--- src/rtl/stats_counter_updater.sv ---
// Read-modify-write engine for one port of the flow statistics counter RAM; zeroes the table after reset.
// Optional macro STATS_SATURATE_EN: counters stick at all-ones on overflow instead of wrapping.
module stats_counter_updater #(
  parameter int C_MATCH_ADDR_WIDTH = 12,
  parameter int C_COUNTER_WIDTH    = 32,
  parameter int C_INC_WIDTH        = 16
) (
  input  logic                          axi_aclk,
  input  logic                          axi_resetn,
  input  logic                          hit_valid,
  output logic                          hit_ready,
  input  logic [C_MATCH_ADDR_WIDTH-1:0] hit_addr,
  input  logic [C_INC_WIDTH-1:0]        hit_inc,
  input  logic                          clr_valid,
  output logic                          clr_ready,
  input  logic [C_MATCH_ADDR_WIDTH-1:0] clr_addr,
  output logic [C_MATCH_ADDR_WIDTH-1:0] ram_addr,
  output logic                          ram_we,
  output logic [C_COUNTER_WIDTH-1:0]    ram_din,
  input  logic [C_COUNTER_WIDTH-1:0]    ram_dout,
  output logic                          init_done,
  output logic                          ovf_pulse
);

  localparam int AW = C_MATCH_ADDR_WIDTH;
  localparam int CW = C_COUNTER_WIDTH;

  typedef enum logic [1:0] {S_INIT, S_IDLE, S_RD, S_WR} state_t;

  state_t          state_q, state_nxt;
  logic            run_q;
  logic [AW-1:0]   sweep_q;
  logic [AW-1:0]   addr_q;
  logic [C_INC_WIDTH-1:0] inc_q;
  logic            clr_q;
  logic [CW:0]     sum_w;

  // run_q holds the outputs at their reset values for the first edge after release,
  // so the sweep never starts while reset is still being removed.
  // NOTE: sequential state uses non-blocking assignments so every flop samples pre-edge values.
  always_ff @(posedge axi_aclk or negedge axi_resetn) begin
    if (!axi_resetn) begin
      state_q <= S_INIT;
      run_q   <= 1'b0;
      sweep_q <= '0;
      addr_q  <= '0;
      inc_q   <= '0;
      clr_q   <= 1'b0;
    end else begin
      state_q <= state_nxt;
      run_q   <= 1'b1;
      if (state_q == S_INIT && run_q) sweep_q <= sweep_q + 1'b1;
      if (state_q == S_IDLE) begin
        if (clr_valid) begin
          addr_q <= clr_addr;
          clr_q  <= 1'b1;
        end else if (hit_valid) begin
          addr_q <= hit_addr;
          inc_q  <= hit_inc;
          clr_q  <= 1'b0;
        end
      end
    end
  end

  // Carry-out lands in the extra top bit.
  assign sum_w = {1'b0, ram_dout} + (CW+1)'(inc_q);

  // NOTE: every output gets a default before the case so no path infers a latch.
  always_comb begin
    state_nxt = state_q;
    hit_ready = 1'b0;
    clr_ready = 1'b0;
    ram_addr  = '0;
    ram_we    = 1'b0;
    ram_din   = '0;
    ovf_pulse = 1'b0;
    init_done = (state_q != S_INIT);
    case (state_q)
      S_INIT: begin
        if (run_q) begin
          ram_we   = 1'b1;
          ram_addr = sweep_q;
          if (sweep_q == {AW{1'b1}}) state_nxt = S_IDLE;
        end
      end
      S_IDLE: begin
        clr_ready = 1'b1;
        hit_ready = !clr_valid;
        if (clr_valid)      state_nxt = S_WR;
        else if (hit_valid) state_nxt = S_RD;
      end
      S_RD: begin
        ram_addr  = addr_q;
        state_nxt = S_WR;
      end
      S_WR: begin
        ram_addr  = addr_q;
        ram_we    = 1'b1;
        state_nxt = S_IDLE;
        if (!clr_q) begin
          ovf_pulse = sum_w[CW];
`ifdef STATS_SATURATE_EN
          ram_din = sum_w[CW] ? {CW{1'b1}} : sum_w[CW-1:0];
`else
          ram_din = sum_w[CW-1:0];
`endif
        end
      end
      default: state_nxt = S_INIT;
    endcase
  end

endmodule

--- config.mk ---
export PLATFORM = sky130hd
export DESIGN_NAME = stats_counter_updater
export DESIGN_NICKNAME = d
export VERILOG_FILES = /design/src/rtl/stats_counter_updater.sv
export SDC_FILE = /design/constraint.sdc
export NUM_CORES = 1
export LEC_CHECK = 0
export ABC_AREA = 1
export CORE_MARGIN = 8
export CORE_UTILIZATION = 48
export DETAILED_ROUTE_END_ITERATION = 16
export PLACE_DENSITY = 0.8
export SKIP_LAST_GASP = 1
export SYNTH_ARGS = -nofsm -noshare
export SYNTH_HDL_FRONTEND = slang
export SYNTH_SLANG_ARGS = --single-unit
--- constraint.sdc ---
create_clock -name axi_aclk -period 2.5 [get_ports axi_aclk]
set_input_delay 0.25 -clock axi_aclk [delete_from_list [all_inputs] [get_ports axi_aclk]]
set_output_delay 0.25 -clock axi_aclk [all_outputs]
set_load 0.01 [all_outputs]
==> results of run 1 <==
## logic make-up (layout without fill, tap and decap cells)
group / count (synthesis) / after routing / synth area share [%]
and+or+nand+nor: 384 / 384 / 40.4
buffers and inverters: 98 / 268 / 9.58
AOI/OAI and AO/OA: 68 / 68 / 9.27
DFF: 44 / 44 / 26.8
adders and majority gates: 22 / 22 / 6.89
muxes: 15 / 15 / 4.12
xor gates and xnor gates: 13 / 13 / 2.78
other: 1 / 1 / 0.0914
## area by class of cell
type,count,area (sq um)
clock buffer,6,72.6
clock inverter,1,5.00
fill,646,2140
inverter,88,335
multi-input combinational,503,2930
sequential,44,1100
tap,105,131
timing repair buffer,173,1550
## per-stage QoR
step	utilization (%)	total power [mW]	TNS [ns]	instance area (sq um)	instances
global placement	69.4	1.54	-8.41	5730	905
detailed placement	69.4	1.56	-9.70	5730	905
finish	74.1	2.06	0	6120	920
CTS	72.6	2.04	-0.0688	5990	913
floorplan	-	1.20	0	4100	645
global route	74.1	2.18	-0.0612	6120	920
## cell usage after synthesis
cell	number	area [sq um]
o21ai_0	13	65.1
a21oi_4	1	16.3
nand4_1	6	37.5
clkbuf_8	1	13.8
o21ai_1	1	5.00
clkinv_2	1	5.00
o21ai_2	1	8.76
nor2_2	9	56.3
buf_2	2	10.0
conb_1	1	3.75
or2_1	1	6.26
o21a_1	1	7.51
a31oi_1	12	75.1
fa_1	1	20.0
nand2_4	1	11.3
mux2_2	15	169
buf_6	1	11.3
nor2_1	79	297
inv_1	80	300
nand3b_1	1	7.51
nand2_1	221	830
nand4_2	1	12.5
nand2_2	8	50.1
nor2_4	5	56.3
inv_2	7	26.3
clkbuf_1	5	18.8
xor2_1	5	43.8
dfrtp_1	44	1100
nand3_1	39	195
nand3_2	4	40.0
and2_1	3	18.8
a21oi_1	38	190
buf_4	1	7.51
nor3_1	4	20.0
ha_1	21	263
xnor2_1	8	70.1
nor3_2	2	20.0
o31ai_2	1	12.5
## where the power goes
part           internal [mW]  switching, mW  leakage, nW  total, mW
sequential             0.791         0.0879        0.565      0.879
combinational          0.374          0.369         2.60      0.742
clock                  0.191          0.245       0.0410      0.436
## worst min path at each step
stage                     from    endpoint
floorplan           axi_resetn   addr_q[0]
global placement    axi_resetn  sweep_q[5]
detailed placement  axi_resetn  sweep_q[3]
CTS                 axi_resetn  sweep_q[6]
global route        axi_resetn  sweep_q[3]
finish              axi_resetn  sweep_q[3]
## flip-flops by register name (all words and copies together) (netlist names)
| name | count |
|---|---|
| clr_q | 1 |
| inc_q | 16 |
| sweep_q | 12 |
| state_q | 2 |
| addr_q | 12 |
| run_q | 1 |
## routing by layer
layer	GRT usage (%)	vias to the layer above	part of all wire [%]
met2	42.0	166	52
met5	0	-	0
li1	-	2366	-
met3	3.87	34	5.8
met1	25.5	2233	39
met4	8.50	0	3.0
## repair_timing
action,in CTS,in global routing
pin swaps,2,11
cloned,0,0
gates resized for setup,90,72
endpoints found under the setup margin,34,35
buffers inserted,1,7
## worst max-delay path: stages, from the launching register on
cell and delay (ns):
dfrtp_1 0.42, ha_4 0.32, nand2_2 0.10, nor2_4 0.13
nand3_1 0.08, nand2_1 0.12, nand2_1 0.08, nand2_1 0.12
o21ai_1 0.08, a21oi_1 0.15, clkdlybuf4s15_1 0.26
==> flow_metrics.tcl, run 1 <==
set metrics [dict create \
    outcome "finished clean" \
    path_class "register to output pin" \
    drive_gt1_share_pct 22.8 \
    ant_nets 0 \
    ys_ff_latch 44 \
    synthesis.nets 743 \
    ios 125 \
    rrSetupSlack_ns 0.57 \
    die_y_um 108 \
    layout_common_cells "208 x nand2_1, 77 x inv_1, 75 x clkdlybuf4s50_1" \
    final_common_cell "nand2_1" \
    antennaDiodeCount 0 \
    worst_pin_slew_ns 0.962 \
    endpoint_kind "output pin" \
    drt_iter0_drc 232 \
    synthesis.area_sq_um 4100 \
    core_area_sq_um 8260 \
    report.final.hold_viol_count 0 \
    worstHoldPathType "primary input to async pin" \
    layout.nets 913 \
    cp-start-kind "register" \
    clock_latency_ns 0.30 \
    antenna_found_initial 0 \
    rsz0062_at_grt "yes" \
    syn_avg_cell_area_sq_um 6.36 \
    drc 0 \
    power_leakage_nw 3.21 \
    yosysWarnings 0 \
    vdd_drop_max_uv 484 \
    fmax_ghz 0.415 \
    worstPathMaxFanout 5 \
    required_ns 2.25 \
    clock_path_buffers 2 \
    gr-usage-all-layers_pct 22.8 \
    critPathLaunch "inc_q[3]" \
    cts_tree "done" \
    slew_headroom_pct 35.9 \
    cts_hold_buf 0 \
    p_per_area_nw_per_um2 336 \
    numCtsBuffers 5 \
    report.final.slew_viol_count 0 \
    synth_seq_area_share_pct 26.8 \
    grt_max_degree 45 \
    synth.distinct_cells 38 \
    worstPathArrival_ns 2.16 \
    fin_crit_sh_pct 96.5 \
    crit_end "ram_din[15]" \
    netlist_instances 645 \
    areaGrowthSynthToFinish_pct 49.1 \
    die_area_sq_um 11800 \
    grt_pass1_wl_mm 21.9 \
    routedWlPerCell_um 15.1 \
    finClkSkew_ns 0.00235 \
    clkTransAtPathRegs_ns 0.08 \
    finalCriticalPeriod_ns 2.41 \
    htree_levels 2 \
    initial_core_util_pct 49.7 \
    reg2reg_depth 10 \
    firstDrtPassIters 7 \
    layout_setup_ws_ns 0.0879 \
    placementRows 33 \
    num_vias 4799 \
    wl_mm 13.9 \
    place_ws_ns -0.461 \
    grt_pass1_vias 4849 \
    hpwl_mm 11.0 \
    whs_ns 0.0871 \
    grt_overflow 0 \
    gp_congestion 0.948 \
    r2r_start "state_q[0]" \
    cts-root-buf "clkbuf_8" \
    die_w_um 108 \
    post_drt_via_cell_ratio 5.22 \
    r2r-end "sweep_q[11]" \
    setup_viol 0 \
    cts_sinks 44 \
    io_buffers 124 \
    max-cap-violations 0 \
]
(Power assumes the default switching activity.)
==> run 2: changes to the inputs <==
--- a/config.mk
+++ b/config.mk
@@ -11,6 +11,7 @@
 export DETAILED_ROUTE_END_ITERATION = 16
 export PLACE_DENSITY = 0.8
 export SKIP_LAST_GASP = 1
+export SLEW_MARGIN = 20
 export SYNTH_ARGS = -nofsm -noshare
 export SYNTH_HDL_FRONTEND = slang
 export SYNTH_SLANG_ARGS = --single-unit
==> results of run 2 <==
Final layout, timing and power as in run 1 (identical DEF).
==> run 3: changes to the inputs <==
--- a/config.mk
+++ b/config.mk
@@ -15,3 +15,4 @@
 export SYNTH_ARGS = -nofsm -noshare
 export SYNTH_HDL_FRONTEND = slang
 export SYNTH_SLANG_ARGS = --single-unit
+export TNS_END_PERCENT = 30
==> run 3 against run 2 <==
Largest cell class unchanged. Largest power group unchanged. Clock-buffer cell count did not move. Cell count fell by 0.65%. The run now ends with negative setup slack left. Total power decreased by 0.97%. Die area unchanged.
==> flow_metrics.tcl, run 3 (synthesis results as in run 1) <==
set metrics [dict create \
    cp_cell_sequence "clkdlybuf4s50_1 > ha_2 > inv_1 > fa_2 > inv_2 > nand3_1 > nand3_2 > buf_4 > xnor2_1 > nor3_1 > clkdlybuf4s50_1" \
    rrSetupSlack_ns 0.49 \
    grt_pass1_wl_mm 21.8 \
    htree_levels 2 \
    finalPower_mw 2.04 \
    placementRows 33 \
    fmax_ghz 0.374 \
    die_y_um 108 \
    clock_latency_ns 0.30 \
    gp_congestion 0.948 \
    initial_core_util_pct 49.7 \
    cpMaxStageDelayCell "clkdlybuf4s50_1" \
    areaGrowthSynthToFinish_pct 46.8 \
    report.final.hold_viol_count 0 \
    die_w_um 108 \
    p_per_area_nw_per_um2 338 \
    outcome "finished with violations" \
    gr-usage-all-layers_pct 22.6 \
    numCtsBuffers 5 \
    fin_crit_sh_pct 107 \
    violations "negative setup slack" \
    core_area_sq_um 8260 \
    max-cap-violations 0 \
    wl_mm 13.6 \
    top_regs "inc_q x16, addr_q x12, sweep_q x12" \
    hpwl_mm 11.0 \
    regMostFlops "inc_q" \
    layout_common_cells "218 x nand2_1, 94 x clkdlybuf4s50_1, 79 x inv_1" \
    vdd_drop_max_uv 486 \
    worst_pin_slew_ns 0.971 \
    largest_reg_flops 16 \
    slew_headroom_pct 35.3 \
    cp-start-kind "primary input" \
    finalCriticalPeriod_ns 2.68 \
    slowest_delay_ns 0.58 \
    antennaDiodeCount 0 \
    final_util_pct 72.9 \
    routedWlPerCell_um 14.9 \
    ant_nets 0 \
    post_drt_via_cell_ratio 5.20 \
    layout_setup_ws_ns -0.176 \
    final_common_cell "nand2_1" \
    layout.nets 907 \
    setup_viol 14 \
    endpoint_kind "output pin" \
    required_ns 2.25 \
    power_leakage_nw 3.13 \
    grt_pass1_vias 4817 \
    worstPathArrival_ns 2.43 \
    drt_iter0_drc 194 \
    clock_path_buffers 2 \
    cts_tree "done" \
    report.final.slew_viol_count 0 \
    worstHoldPathType "primary input to async pin" \
    cts-root-buf "clkbuf_8" \
    clkTransAtPathRegs_ns 0.09 \
    num_vias 4754 \
    drive_gt1_share_pct 17.9 \
    ios 125 \
    worstPathMaxFanout 3 \
    io_buffers 124 \
    path_class "primary input to output pin" \
    die_area_sq_um 11800 \
    antenna_found_initial 0 \
    firstDrtPassIters 5 \
    grt_max_degree 45 \
    grt_overflow 0 \
    finClkSkew_ns 0.00551 \
    cpMostUsedCell "clkdlybuf4s50_1" \
    rsz0062_at_grt "yes" \
    cts_sinks 44 \
    drc 0 \
]
## run 3: per-stage QoR
stage	setup slack, ns	setup TNS [ns]	std cells	hold slack (ns)	instance area [sq um]
6_report	-0.176	-0.572	914	0.0970	6020
5_1_grt	-0.256	-4.02	914	0.173	6020
4_1_cts	-0.255	-2.99	913	0.125	5890
3_5_place_dp	-0.461	-9.70	905	0.461	5730
3_3_place_gp	-0.405	-8.41	905	0.440	5730
2_1_floorplan	0.512	0	645	-0.0456	4100
## run 3: where the power goes
| group | internal (mW) | switching, mW | total (mW) |
|---|---|---|---|
| Combinational | 0.366 | 0.356 | 0.721 |
| Sequential | 0.791 | 0.0871 | 0.878 |
| Clock | 0.191 | 0.247 | 0.438 |
## run 3: what timing repair did
action,4_1_cts,5_1_grt
pin swaps,1,2
buffers inserted,1,1
hold endpoints to repair,0,0
setup endpoints to repair,34,42
hold buffers,0,0
gates resized for setup,55,30
## run 3: critical path: cells and delay by family
family,cells,cell delay [ns]
buffers and inverters,5,1.30
adders and majority gates,2,0.51
and+or+nand+nor,3,0.31
xor gates and xnor gates,1,0.06
## run 3: path summary, 6_finish.rpt
check,start,cells after the start,end
setup / recovery,ram_dout[0],11,ram_din[4]
min in group axi_aclk,hit_addr[5],3,addr_q[5]
max in group asynchronous,axi_resetn,1,inc_q[3]
hold reg to reg,inc_q[0],1,inc_q[0]
setup reg to reg,state_q[0],10,sweep_q[9]
hold / removal,axi_resetn,1,sweep_q[5]
## run 3: cell type report
type	count	area, sq um
inverter	88	332
tap	105	131
fill	671	2240
clock inverter	1	5.00
clock buffer	6	72.6
sequential	44	1100
timing repair buffer	167	1570
multi-input combinational	503	2810
## run 3: layer usage
| layer | global-route usage [%] | part of all wire, % | wire length (um) | vias to the layer above |
|---|---|---|---|---|
| met5 | 0 | 0 | 0 | - |
| met4 | 8.31 | 3.0 | 409 | 0 |
| met3 | 3.87 | 5.6 | 759 | 31 |
| met2 | 41.8 | 51 | 6990 | 152 |
| met1 | 25.2 | 40 | 5430 | 2212 |
| li1 | - | - | - | 2359 |
